### config.mk
export PLATFORM = sky130hd
export DESIGN_NAME = rr_grant_arbiter_flat
export DESIGN_NICKNAME = d
export VERILOG_FILES = /design/src/rtl/rr_grant_arbiter_if.sv /design/src/rtl/rr_grant_arbiter.sv /design/src/flat_wrapper.sv
export SDC_FILE = /design/constraint.sdc
export NUM_CORES = 1
export LEC_CHECK = 0
export CAP_MARGIN = 20
export CORE_MARGIN = 5
export CORE_UTILIZATION = 35
export CTS_CLUSTER_DIAMETER = 40
export DETAILED_ROUTE_END_ITERATION = 10
export MAX_ROUTING_LAYER = met4
export PLACE_DENSITY = 0.58
export SLEW_MARGIN = 10
export SYNTH_ARGS = -nofsm -noshare
export SYNTH_HDL_FRONTEND = slang
export SYNTH_SLANG_ARGS = --single-unit
### constraint.sdc
create_clock -name clk -period 3.5 [get_ports clk]
set_input_delay 0.7 -clock clk [delete_from_list [all_inputs] [get_ports clk]]
set_output_delay 0.7 -clock clk [all_outputs]
set_load 0.01 [all_outputs]
### src/rtl/rr_grant_arbiter_if.sv
// Request/grant bundle between the requesters and the round-robin grant arbiter.
// master = requester side, slave = arbiter side.
interface rr_grant_arbiter_if #(
    parameter int N  = 4,
    parameter int IW = 2
);
    logic [N-1:0]  req;
    logic [N-1:0]  gnt;
    logic          gnt_valid;
    logic [IW-1:0] gnt_idx;
    logic          any_req;
    logic          timeout;

    modport master (output req, input gnt, gnt_valid, gnt_idx, any_req, timeout);
    modport slave  (input req, output gnt, gnt_valid, gnt_idx, any_req, timeout);
endinterface

### src/rtl/rr_grant_arbiter.sv
// Round-robin arbiter with grant hold: one registered one-hot grant, held while the
// owner keeps requesting, force-rotated after MAX_HOLD cycles when others are waiting.
module rr_grant_arbiter #(
    parameter int N        = 4,
    parameter int MAX_HOLD = 8,
    parameter int IW       = 2,
    parameter int CW       = 4
) (
    input  logic           clk,
    input  logic           rst_n,
    rr_grant_arbiter_if.slave bus
);
    if (N < 2 || MAX_HOLD < 1 || (1 << IW) < N || (MAX_HOLD - 1) >= (1 << CW)) begin : g_bad_param
        $error("rr_grant_arbiter: illegal parameters N=%0d MAX_HOLD=%0d IW=%0d CW=%0d",
               N, MAX_HOLD, IW, CW);
    end

    typedef enum logic {IDLE, GRANT} state_t;

    localparam logic [CW-1:0] HOLD_LAST = CW'(MAX_HOLD - 1);

    state_t        state;
    logic [N-1:0]  gnt_q;
    logic          gnt_valid_q;
    logic [IW-1:0] gnt_idx_q;
    logic [IW-1:0] ptr;
    logic [CW-1:0] cnt;
    logic          any_req_q;
    logic          timeout_q;

    logic [N-1:0]  cand;
    logic [N-1:0]  pick_oh;
    logic [IW-1:0] pick_idx;
    logic [IW-1:0] scan_idx;
    logic          pick_found;

    // While granting, ptr equals the owner; masking the owner makes every re-pick
    // search the other requesters starting just after it.
    always_comb begin
        cand       = (state == GRANT) ? (bus.req & ~gnt_q) : bus.req;
        pick_found = 1'b0;
        pick_idx   = '0;
        scan_idx   = '0;
        // Scan farthest-first so the nearest hit after ptr is the one that sticks.
        for (int off = N; off >= 1; off--) begin
            scan_idx = IW'((int'(ptr) + off) % N);
            if (cand[scan_idx]) begin
                pick_found = 1'b1;
                pick_idx   = scan_idx;
            end
        end
        pick_oh           = '0;
        pick_oh[pick_idx] = 1'b1;
    end

    always_ff @(posedge clk or negedge rst_n) begin
        if (!rst_n) begin
            state       <= IDLE;
            gnt_q       <= '0;
            gnt_valid_q <= 1'b0;
            gnt_idx_q   <= '0;
            ptr         <= IW'(N - 1);
            cnt         <= '0;
            any_req_q   <= 1'b0;
            timeout_q   <= 1'b0;
        end else begin
            any_req_q <= |bus.req;
            timeout_q <= 1'b0;
            case (state)
                IDLE: begin
                    if (pick_found) begin
                        state       <= GRANT;
                        gnt_q       <= pick_oh;
                        gnt_valid_q <= 1'b1;
                        gnt_idx_q   <= pick_idx;
                        ptr         <= pick_idx;
                        cnt         <= '0;
                    end
                end
                GRANT: begin
                    if (!bus.req[ptr]) begin
                        cnt <= '0;
                        if (pick_found) begin
                            gnt_q     <= pick_oh;
                            gnt_idx_q <= pick_idx;
                            ptr       <= pick_idx;
                        end else begin
                            state       <= IDLE;
                            gnt_q       <= '0;
                            gnt_valid_q <= 1'b0;
                            gnt_idx_q   <= '0;
                        end
                    end else if (cnt == HOLD_LAST) begin
                        // Hold limit reached: rotate only if someone else is waiting,
                        // otherwise stay put with the counter pinned at the limit.
                        if (pick_found) begin
                            gnt_q     <= pick_oh;
                            gnt_idx_q <= pick_idx;
                            ptr       <= pick_idx;
                            cnt       <= '0;
                            timeout_q <= 1'b1;
                        end
                    end else begin
                        cnt <= cnt + 1'b1;
                    end
                end
                default: state <= IDLE;
            endcase
        end
    end

    assign bus.gnt       = gnt_q;
    assign bus.gnt_valid = gnt_valid_q;
    assign bus.gnt_idx   = gnt_idx_q;
    assign bus.any_req   = any_req_q;
    assign bus.timeout   = timeout_q;
endmodule

### src/flat_wrapper.sv
// flat-port wrapper written by rule: the top's interface ports become plain ports
module rr_grant_arbiter_flat 
#(
    parameter int N        = 4,
    parameter int MAX_HOLD = 8,
    parameter int IW       = 2,
    parameter int CW       = 4
)
  (clk, rst_n, bus_req, bus_gnt, bus_gnt_valid, bus_gnt_idx, bus_any_req, bus_timeout);
  rr_grant_arbiter_if #(.N(N), .IW(IW)) bus_i ();
  input  logic clk;
  input  logic rst_n;
  input wire logic [$bits(bus_i.req)-1:0] bus_req;
  output wire logic [$bits(bus_i.gnt)-1:0] bus_gnt;
  output wire logic [$bits(bus_i.gnt_valid)-1:0] bus_gnt_valid;
  output wire logic [$bits(bus_i.gnt_idx)-1:0] bus_gnt_idx;
  output wire logic [$bits(bus_i.any_req)-1:0] bus_any_req;
  output wire logic [$bits(bus_i.timeout)-1:0] bus_timeout;
  assign bus_i.req = bus_req;
  assign bus_gnt = bus_i.gnt;
  assign bus_gnt_valid = bus_i.gnt_valid;
  assign bus_gnt_idx = bus_i.gnt_idx;
  assign bus_any_req = bus_i.any_req;
  assign bus_timeout = bus_i.timeout;
  rr_grant_arbiter #(.N(N), .MAX_HOLD(MAX_HOLD), .IW(IW), .CW(CW)) u_core (.clk(clk), .rst_n(rst_n), .bus(bus_i));
endmodule
==> flow_metrics.env <==
export IMPL_synthMuxAreaShare_pct=10.3
export IMPL_ys_ff_latch=16
export IMPL_ys_flop_type="dfrtp_1"
export IMPL_cp_slowest_cell="o21ai_0"
export IMPL_grt_overflow_total=0
export IMPL_p_leak_nw=0.522
export IMPL_synth_avg_cell_area_sq_um=9.72
export IMPL_tns_ps=0
export IMPL_placed_area_sq_um=1200
export IMPL_clock_path_buffers=2
export IMPL_final_setup_skew_ps=7.72
export IMPL_clock_sinks=16
export IMPL_portBuffers=14
export IMPL_power_mw=1.02
export IMPL_yosys_warnings=0
export IMPL_cts_root_buf="clkbuf_4"
export IMPL_row_count=19
export IMPL_timing_critical_path_to_type="register"
export IMPL_syn_to_final_growth_pct=17.8
export IMPL_max_slew_margin_rel_pct=47.5
export IMPL_antenna_found_initial=0
export IMPL_synth_compound_area_share_pct=27.8
export IMPL_first_global_vias=885
export IMPL_fin_ws_ps=1090
export IMPL_synth_distinct_cells=43
export IMPL_synthSimpleGateAreaFrac_pct=16.1
export IMPL_antenna_left=0
export IMPL_synth_cells=107
export IMPL_viasPerCell=5.87
export IMPL_cts_hold_buffers=0
export IMPL_rsz0062_at_grt="false"
export IMPL_max_cap_viol_count=0
export IMPL_place_ws_ps=824
export IMPL_fp_coreArea_sq_um=2810
export IMPL_post_route_period_util_pct=69.0
export IMPL_fin_crit_ps=2410
export IMPL_wirelength_mm=2.37
export IMPL_synth_fp_nets=114
export IMPL_diodes=0
export IMPL_grt_max_degree=18
export IMPL_track_usage_pct=13.3
export IMPL_vias=898
export IMPL_synth_adder_area_share_pct=1.20
export IMPL_dpl_hpwl_mm=1.73
export IMPL_power_density_nw_per_um2=834
export IMPL_synth_area_sq_um=1040
export IMPL_cts_made_buffers=3
export IMPL_slowest_delay_ps=680
export IMPL_synth_xor_area_share_pct=0.842
export IMPL_die_w_um=64.5
export IMPL_synth_edf_count=0
export IMPL_start_kind="input pin"
export IMPL_place_congestion=0.817
export IMPL_crit_chain="clkdlybuf4s50_1 -> nor2_1 -> o221ai_1 -> o21ai_0 -> nand3_1 -> a22oi_1"
export IMPL_hp_class="register to register"
export IMPL_finalInstanceArea_sq_um=1220
export IMPL_outcome="complete, no violations"
export IMPL_tritoncts="yes"
export IMPL_dieArea_sq_um=4160
export IMPL_cp_data_required_time_ps=3710
export IMPL_layout_nets=130
export IMPL_synth_top_family_by_area="compound AO/OA/AOI/OAI gates"
export IMPL_clk_pin_slew_worst_paths_ps=100
export IMPL_drt_iter0_markers=67
export IMPL_ctsResizeCount=0
export IMPL_wl_per_cell_um=15.5
export IMPL_finalSetupViolCount=0
export IMPL_grt_pass1_wl_mm=4.21
export IMPL_htreeDepth=1
export IMPL_peakVddDrop_uv=490
export IMPL_slew_viol_final=0
export IMPL_synth_yosys_seq_area_share_pct=38.7
export IMPL_layout_drive_gt1_share_pct=18.0
export IMPL_synth_async_reset_ratio_pct=100
export IMPL_start_util_pct=37.1
export IMPL_post_cts_buffers=0
export IMPL_fp_dieH_um=64.5
export IMPL_worstSkewPairLatency_ps=290
export IMPL_crit_type="input pin to register"
export IMPL_drc=0
export IMPL_crit_arrival_ps=2620
export IMPL_hold_violations=0
export IMPL_pin_count=15
export IMPL_cp_max_fo=7
export IMPL_max_freq_mhz=414
export IMPL_tightest_slew_ps=779
export IMPL_first_pass_iters=4
export IMPL_fillers=284
export IMPL_hold_slack_ps=511
-- layout by cell type, fill, tap and decap left out, types with 2 or more instances in the layout --
master | netlist | routed
clkdlybuf4s50_1 | 0 | 14
dfrtp_1 | 14 | 14
nand2_1 | 10 | 10
nand3_1 | 7 | 7
inv_1 | 6 | 6
nor2_1 | 6 | 6
a21oi_1 | 4 | 4
mux2_2 | 4 | 4
o21ai_1 | 4 | 4
mux2i_1 | 4 | 4
nand2b_1 | 3 | 3
o221ai_1 | 3 | 3
o21ai_0 | 3 | 3
clkbuf_4 | 0 | 3
a22o_1 | 2 | 2
a22oi_1 | 2 | 2
a21o_1 | 2 | 2
a21oi_2 | 2 | 2
a211o_1 | 2 | 2
a22oi_2 | 2 | 2
o21ai_2 | 2 | 2
dfstp_2 | 2 | 2
-- per-stage QoR --
step / cells / util (%)
floorplan: 107 / -
detailed placement: 149 / 42.7
finish: 153 / 43.7
CTS: 153 / 43.7
global route: 153 / 43.7
global placement: 149 / 42.7
-- cells in the mapped netlist (2+ instances only) --
cell	n	area (sq um)
a22o_1	2	17.5
a21oi_2	2	17.5
nor2_1	6	22.5
dfrtp_1	14	350
a211o_1	2	17.5
nand3_1	7	35.0
nand2_1	10	37.5
o21ai_2	2	17.5
mux2_2	4	45.0
dfstp_2	2	52.6
a21o_1	2	15.0
o21ai_0	3	15.0
a22oi_1	2	15.0
a21oi_1	4	20.0
a22oi_2	2	25.0
nand2b_1	3	18.8
o221ai_1	3	26.3
inv_1	6	22.5
o21ai_1	4	20.0
mux2i_1	4	40.0
-- per-layer routing --
layer  track usage (%)  wire length (um)
met1              18.4              1100
met2              18.7              1060
met3              3.28               175
met4              5.01                38
met5                 -                 0
-- layout make-up --
class,count,area (sq um),area share (%)
multi-input cells,81,586,47.8
flip-flops and latches,16,403,32.9
repair buffers,14,140,11.4
well taps,31,38.8,3.17
inverters,7,31.3,2.55
clock buffers,4,26.3,2.15
-- sequential cells by signal, summed over array words and instances (netlist names) --
register              cells
u_core.bus.any_req        1
u_core.bus.gnt            4
u_core.bus.gnt_idx        2
u_core.bus.gnt_valid      1
u_core.bus.timeout        1
u_core.cnt                4
u_core.ptr                2
u_core.state              1
-- worst paths after layout --
check                                                       start                           endpoint  slack, ps  cells after the start
worst max-delay path                                   bus_req[2]      u_core.bus.gnt[0]$_DFFE_PN0N_       1090                      6
worst min-delay path            u_core.bus.gnt_idx[1]$_DFFE_PN0N_  u_core.bus.gnt_idx[1]$_DFFE_PN0N_        510                      2
worst max register to register          u_core.ptr[0]$_DFFE_PN1P_          u_core.ptr[0]$_DFFE_PN1P_       1330                      5
worst min register to register  u_core.bus.gnt_idx[1]$_DFFE_PN0N_  u_core.bus.gnt_idx[1]$_DFFE_PN0N_        510                      2
max in group asynchronous                                   rst_n      u_core.bus.gnt[1]$_DFFE_PN0N_       2240                      1
min in group asynchronous                                   rst_n      u_core.bus.gnt[0]$_DFFE_PN0N_        820                      1
-- power breakdown --
| group | total (mW) | internal, mW | switching, mW |
|---|---|---|---|
| combinational | 0.562 | 0.272 | 0.291 |
| sequential | 0.354 | 0.256 | 0.0978 |
| clock | 0.105 | 0.0443 | 0.0604 |
| total | 1.02 | 0.573 | 0.449 |
-- kinds of logic after synthesis --
| group | Yosys count |
|---|---|
| compound gates | 37 |
| simple gates | 33 |
| flops | 16 |
| buf+inv | 10 |
| mux | 9 |
| xor+xnor | 1 |
| fa+ha+maj | 1 |
-- worst max-delay path: cells and delay by family --
| kind | cells | cell delay [ps] |
|---|---|---|
| AOI/OAI and AO/OA | 3 | 1110 |
| buffers and inverters | 1 | 480 |
| and+or+nand+nor | 2 | 320 |
Power figures use the tool's default switching activity.
